## config.mk

```make
export PLATFORM = sky130hd
export DESIGN_NAME = board_mem_arbiter
export DESIGN_NICKNAME = d
export VERILOG_FILES = /design/src/rtl/board_mem_arbiter.sv
export SDC_FILE = /design/constraint.sdc
export NUM_CORES = 1
export LEC_CHECK = 0
export CAP_MARGIN = 15
export CORE_ASPECT_RATIO = 1.5
export CORE_MARGIN = 4
export CORE_UTILIZATION = 50
export CTS_CLUSTER_DIAMETER = 200
export CTS_CLUSTER_SIZE = 12
export DETAILED_ROUTE_END_ITERATION = 10
export MAX_ROUTING_LAYER = met4
export PLACE_DENSITY_LB_ADDON = 0.1
export SYNTH_ARGS = -nofsm -noshare
export SYNTH_HDL_FRONTEND = slang
export SYNTH_SLANG_ARGS = --single-unit
```

## constraint.sdc

```tcl
create_clock -name clk -period 3.15 [get_ports clk]
set_input_delay 0.63 -clock clk [delete_from_list [all_inputs] [get_ports clk]]
set_output_delay 0.63 -clock clk [all_outputs]
set_load 0.03 [all_outputs]
```

## src/rtl/board_mem_arbiter.sv

```systemverilog
// Round-robin arbiter and sequencer that serves N_RD strided burst-read clients and one writer
// on a single-port, strobe-clocked board-cell memory.
module board_mem_arbiter #(
    parameter int CELL_W  = 2,
    parameter int ADDR_W  = 6,
    parameter int BURST   = 7,
    parameter int N_RD    = 2,
    parameter int WR_HOLD = 2
) (
    input  logic                    clk,
    input  logic                    reset,
    input  logic [N_RD-1:0]         rd_req,
    input  logic [N_RD*ADDR_W-1:0]  rd_addr,
    input  logic [N_RD*ADDR_W-1:0]  rd_stride,
    output logic [BURST*CELL_W-1:0] rd_data,
    output logic [N_RD-1:0]         rd_done,
    input  logic                    wr_req,
    input  logic [ADDR_W-1:0]       wr_addr,
    input  logic [CELL_W-1:0]       wr_data,
    output logic                    wr_done,
    output logic                    busy,
    output logic [ADDR_W-1:0]       mem_addr,
    output logic                    mem_rden,
    output logic                    mem_wren,
    output logic                    mem_clk,
    output logic [CELL_W-1:0]       mem_wdata,
    input  logic [CELL_W-1:0]       mem_rdata
);

    localparam int ID_W = $clog2(N_RD + 1);
    localparam int K_W  = (BURST > 1) ? $clog2(BURST) : 1;
    localparam int H_W  = (WR_HOLD > 1) ? $clog2(WR_HOLD) : 1;
    localparam logic [K_W-1:0]  K_LAST  = K_W'(BURST - 1);
    localparam logic [H_W-1:0]  H_LAST  = H_W'(WR_HOLD - 1);
    localparam logic [ID_W-1:0] WR_ID   = ID_W'(N_RD);

    typedef enum logic [2:0] {
        IDLE, RD_SETUP, RD_STROBE, RD_CAPT, RD_DONE, WR_SETUP, WR_STROBE, WR_FADE
    } state_t;

    state_t            state, state_next;
    logic [K_W-1:0]    k;
    logic [H_W-1:0]    hold_cnt;
    logic [ID_W-1:0]   rr_ptr, id_q, grant_idx;
    logic              grant_valid;
    logic [ADDR_W-1:0] cur_addr, stride_q;
    logic [CELL_W-1:0] wdata_q;
    logic [N_RD:0]     req_all;

    assign req_all = {wr_req, rd_req};

    // First requester at or after rr_ptr, searching cyclically over reads then the writer.
    always_comb begin
        // NOTE: every variable written here gets a default first, so no path can infer a latch.
        grant_valid = 1'b0;
        grant_idx   = '0;
        for (int off = 0; off <= N_RD; off++) begin
            int idx;
            idx = (int'(rr_ptr) + off) % (N_RD + 1);
            if (!grant_valid && req_all[idx]) begin
                grant_valid = 1'b1;
                grant_idx   = ID_W'(idx);
            end
        end
    end

    always_comb begin
        state_next = state;
        case (state)
            IDLE:      if (grant_valid) state_next = (grant_idx == WR_ID) ? WR_SETUP : RD_SETUP;
            RD_SETUP:  state_next = RD_STROBE;
            RD_STROBE: state_next = RD_CAPT;
            RD_CAPT:   state_next = (k == K_LAST) ? RD_DONE : RD_SETUP;
            RD_DONE:   state_next = IDLE;
            WR_SETUP:  state_next = WR_STROBE;
            WR_STROBE: if (hold_cnt == H_LAST) state_next = WR_FADE;
            WR_FADE:   state_next = IDLE;
            default:   state_next = IDLE;
        endcase
    end

    always_ff @(posedge clk or posedge reset) begin
        // NOTE: sequential state uses non-blocking assignments so every register samples pre-edge values.
        if (reset) state <= IDLE;
        else       state <= state_next;
    end

    // cur_addr walks base + k*stride by accumulation; it also carries the write address.
    always_ff @(posedge clk or posedge reset) begin
        if (reset) begin
            k        <= '0;
            hold_cnt <= '0;
            rr_ptr   <= '0;
            id_q     <= '0;
            cur_addr <= '0;
            stride_q <= '0;
            wdata_q  <= '0;
            rd_data  <= '0;
        end else begin
            case (state)
                IDLE: if (grant_valid) begin
                    id_q   <= grant_idx;
                    rr_ptr <= (grant_idx == WR_ID) ? '0 : grant_idx + 1'b1;
                    k      <= '0;
                    if (grant_idx == WR_ID) begin
                        cur_addr <= wr_addr;
                        wdata_q  <= wr_data;
                    end else begin
                        cur_addr <= rd_addr[grant_idx*ADDR_W +: ADDR_W];
                        stride_q <= rd_stride[grant_idx*ADDR_W +: ADDR_W];
                    end
                end
                RD_CAPT: begin
                    rd_data[k*CELL_W +: CELL_W] <= mem_rdata;
                    if (k != K_LAST) begin
                        k        <= k + 1'b1;
                        cur_addr <= cur_addr + stride_q;
                    end
                end
                RD_DONE:   k        <= '0;
                WR_SETUP:  hold_cnt <= '0;
                WR_STROBE: hold_cnt <= hold_cnt + 1'b1;
                default:   ;
            endcase
        end
    end

    always_comb begin
        mem_addr  = '0;
        mem_rden  = 1'b0;
        mem_wren  = 1'b0;
        mem_clk   = 1'b0;
        mem_wdata = '0;
        wr_done   = 1'b0;
        rd_done   = '0;
        case (state)
            RD_SETUP, RD_STROBE, RD_CAPT: begin
                mem_addr = cur_addr;
                mem_rden = 1'b1;
                mem_clk  = (state == RD_STROBE);
            end
            WR_SETUP, WR_STROBE, WR_FADE: begin
                mem_addr  = cur_addr;
                mem_wren  = 1'b1;
                mem_wdata = wdata_q;
                mem_clk   = (state == WR_STROBE);
                wr_done   = (state == WR_FADE);
            end
            RD_DONE: begin
                for (int i = 0; i < N_RD; i++)
                    if (id_q == ID_W'(i)) rd_done[i] = 1'b1;
            end
            default: ;
        endcase
    end

    assign busy = (state != IDLE);

endmodule

```

==> impl_summary.log <==
INFO  metric gpl.final_weighted_congestion = 0.881
INFO  metric critical_path.endpoint_type = primary output
INFO  metric global_route.peak_usage_layer = met2
INFO  metric slew_viol_final = 0
INFO  metric fin_tns_setup = 0 ns
INFO  metric drive_above_1_share = 11.4%
INFO  metric crit_type = reg2out
INFO  metric drt_iter0_drc = 78
INFO  metric die-area = 0.00686 mm²
INFO  metric maxClockFrequency = 350 MHz
INFO  metric initial_utilization = 51.1%
INFO  metric cpLargestDelayFamily = simple AND/OR/NAND/NOR gates
INFO  metric grt_usage = 21.3%
INFO  metric placed_cells_incl_taps = 421
INFO  metric grt_pass1_wl = 10.9 mm
INFO  metric worst_pin_slew = 0.821 ns
INFO  metric total_area_of_multi_input_combinational_cells = 0.00165 mm²
INFO  metric cpPeakStageDelay = 0.61 ns
INFO  metric nets_final = 413
INFO  metric post_drt_wl_per_cell = 15.3 µm
INFO  metric top_cell_type_s_share_of_synthesized_area = 35.0%
INFO  metric power-per-cell-area = 1140 mW/mm²
INFO  metric grt_max_degree = 40
INFO  metric grtUsageMet1 = 23.4%
INFO  metric min_period = 2.86 ns
INFO  metric postSynthCellCount = 290
INFO  metric fraction_of_synthesized_cell_area_in_xor_and_xnor_cells = 0.943%
INFO  metric die_outline_width = 69.0 µm
INFO  metric synth_enable_flop_cells = 0
INFO  metric cts.path.max_buffers = 2
INFO  metric area_growth_syn_to_layout = 29.6%
INFO  metric setup_violations = 0
INFO  metric final_antenna_net_count = 0
INFO  metric tritoncts = yes
INFO  metric grt_antenna_before_repair = 0
INFO  metric grt_util_met2 = 38.7%
INFO  metric vdd.ir_drop.worst = 0.000644 V
INFO  metric synthArstFlopShare = 100%
INFO  metric seqCellArea = 976 µm²
INFO  metric grt-ovfl-total = 0
INFO  metric synthDominantAreaCellType = dfrtp_1
INFO  metric routed_wirelength = 6.58 mm
INFO  metric yosys_warn_count = 0
INFO  metric run_status = finished, final reports clean
INFO  metric netlist_top_cells_area = dfrtp_1 (35%), ha_1 (6.7%), mux2i_1 (5.7%)
INFO  metric worstPathBufferInverterCount = 2
INFO  metric place_hpwl = 5.32 mm
INFO  metric cts-root-buf = clkbuf_8
INFO  metric first_global_vias = 2383
INFO  metric unrepaired_setup_endpoints_after_global_routing = no
INFO  metric placementRows = 33
INFO  metric detailroute.via_count = 2409
INFO  metric met3_usage = 2.37%
INFO  metric path_clk_slew = 0.08 ns
INFO  metric total_leakage_power = 1.61 nW
INFO  metric multiplexer_share_of_the_synthesized_area = 12.3%
INFO  metric remaining_drc_errors = 0
INFO  metric synth.net_count = 345
INFO  metric clk-insertion-delay-late = 0.29 ns
INFO  metric syn_area = 0.00279 mm²
INFO  metric number_of_cts_inserted_buffers = 5
INFO  metric synth-adder-area-share = 7.45%
INFO  metric worst-endpoint-arrival = 2.23 ns
INFO  metric synthDistinctLibCells = 65
INFO  metric ios = 68
INFO  metric final.setup_skew = 0.00632 ns
INFO  metric postSynthAreaPerCell = 9.61 µm²
INFO  metric finish.cell_count_without_fillers = 429
INFO  metric post_cts_setup_bufs = 0
INFO  metric num_antenna_cells = 0
INFO  metric worst_hold_path_type = reg2reg
INFO  metric timing.slew.headroom = 44.8%
INFO  metric io_buffer_count = 67
INFO  metric yosys.area_share.simple = 20.1%
INFO  metric crit_chain = or2_1, nor2_1, inv_1, clkdlybuf4s50_1
INFO  metric vias_per_cell = 5.62
INFO  metric final_hold_viol_count = 0
INFO  metric detail_route.first_pass.iterations = 4
INFO  metric synthTopCellsByCount = dfrtp_1 (39), nand2_1 (22), inv_1 (21), nor2_1 (17), mux2i_1 (16)
INFO  metric synth_most_common_cell = dfrtp_1
INFO  metric worst_setup_path_start_kind = flop
INFO  metric cp.required = 2.52 ns
INFO  metric post-route-period-util = 90.7%
INFO  metric synth_compound_gate_area_share = 18.4%
INFO  metric cts-htree-levels = 2
INFO  metric critical_path_peak_fanout = 12
INFO  metric cts.sinks = 39
INFO  metric worst-path-stages = 4
INFO  metric reg2regPathDepth = 8
INFO  metric core_area = 0.00545 mm²
INFO  metric fillers = 498
INFO  metric synth_top_flop_cell = dfrtp_1
INFO  metric synth.yosys.seq_area_share = 35.0%
INFO  metric hold_bufs_at_cts = 0
INFO  metric fin_util = 66.3%
INFO  metric seq_cells_post_synth = 39
INFO  metric drv_cap = 0
INFO  metric cts_resized = 0
INFO  metric die_h = 99.4 µm
INFO  metric combinational_family_with_the_most_area_after_synthesis = simple AND/OR/NAND/NOR gates
INFO  metric cp_max_delay_cell = clkdlybuf4s50_1
INFO  metric r2r_setup_slack = 0.53 ns
INFO  metric holdPathStages = 2
==> per-stage QoR <==
| step | instance area, µm² | hold slack (ns) | worst slack (ns) | power (mW) |
|---|---|---|---|---|
| after detailed placement | 3490 | 0.465 | 0.239 | 3.68 |
| after global placement | 3490 | 0.464 | 0.273 | 3.63 |
| after global routing | 3610 | 0.512 | 0.162 | 4.43 |
| after CTS | 3610 | 0.482 | 0.254 | 4.13 |
| after floorplan | 2790 | 0.456 | 0.531 | 2.98 |
| final | 3610 | 0.475 | 0.292 | 4.10 |
==> cells by family (layout without fill, tap and decap cells) <==
logic type,count (synthesis),in the layout
buffers and inverters,31,100
AOI/OAI and AO/OA,71,71
muxes,32,32
xor gates and xnor gates,3,3
DFF,39,39
and+or+nand+nor,98,98
adders and majority gates,16,16
==> sequential cells by signal (all words and copies together) (netlist names) <==
signal and flops:
cur_addr 6, hold_cnt 1, id_q 2, k 3
rd_data 14, rr_ptr 2, state 3, stride_q 6
wdata_q 2
==> worst min-delay path, stage by stage, from the launching register on <==
cell and delay [ns]:
dfrtp_1 0.34, nand2_1 0.05, o31ai_1 0.05
==> metal layers <==
layer	up-vias	routed length [µm]	part of all wire [%]
met3	6	258	3.9
met2	67	3740	57
met1	1148	2510	38
met5	-	0	0
met4	0	73	1.1
li1	1188	-	-
==> report_power, final <==
part	internal (mW)	total [mW]	switching, mW
Combinational	1.19	2.74	1.54
Sequential	0.739	0.929	0.190
Clock	0.256	0.434	0.178
Total	2.19	4.10	1.91
==> worst paths after layout <==
kind	from	to
max	state[1]	busy
min	rd_data[7]	rd_data[7]
min in group asynchronous	reset	rd_data[0]
max in group asynchronous	reset	id_q[1]
max reg2reg	rr_ptr[0]	wdata_q[1]
min reg2reg	rd_data[7]	rd_data[7]
==> layout by cell type (no fill, tap or decap), types with 4 or more instances in the layout <==
master and count:
o21ai_0 10, clkdlybuf4s50_1 67, and2_1 7, nand4_1 4, a31oi_1 4, nor2_1 17
nand2_1 22, mux2i_1 16, a21o_1 5, ha_1 15, inv_1 21, nand2b_1 6
nand3_1 8, nor2b_1 4, clkbuf_8 6, nor3_1 5, a21oi_1 13, buf_4 4
o22ai_1 9, dfrtp_1 39, mux2_2 12, and3_1 7
==> final cells by class <==
cell class / count / area share (%)
sequential: 39 / 27.0
inverter: 21 / 2.18
timing repair buffer: 71 / 19.4
clock inverter: 2 / 0.970
tap: 70 / 2.43
clock buffer: 6 / 2.29
multi-input combinational: 220 / 45.7
No activity file was read; power rests on OpenSTA's default activity.
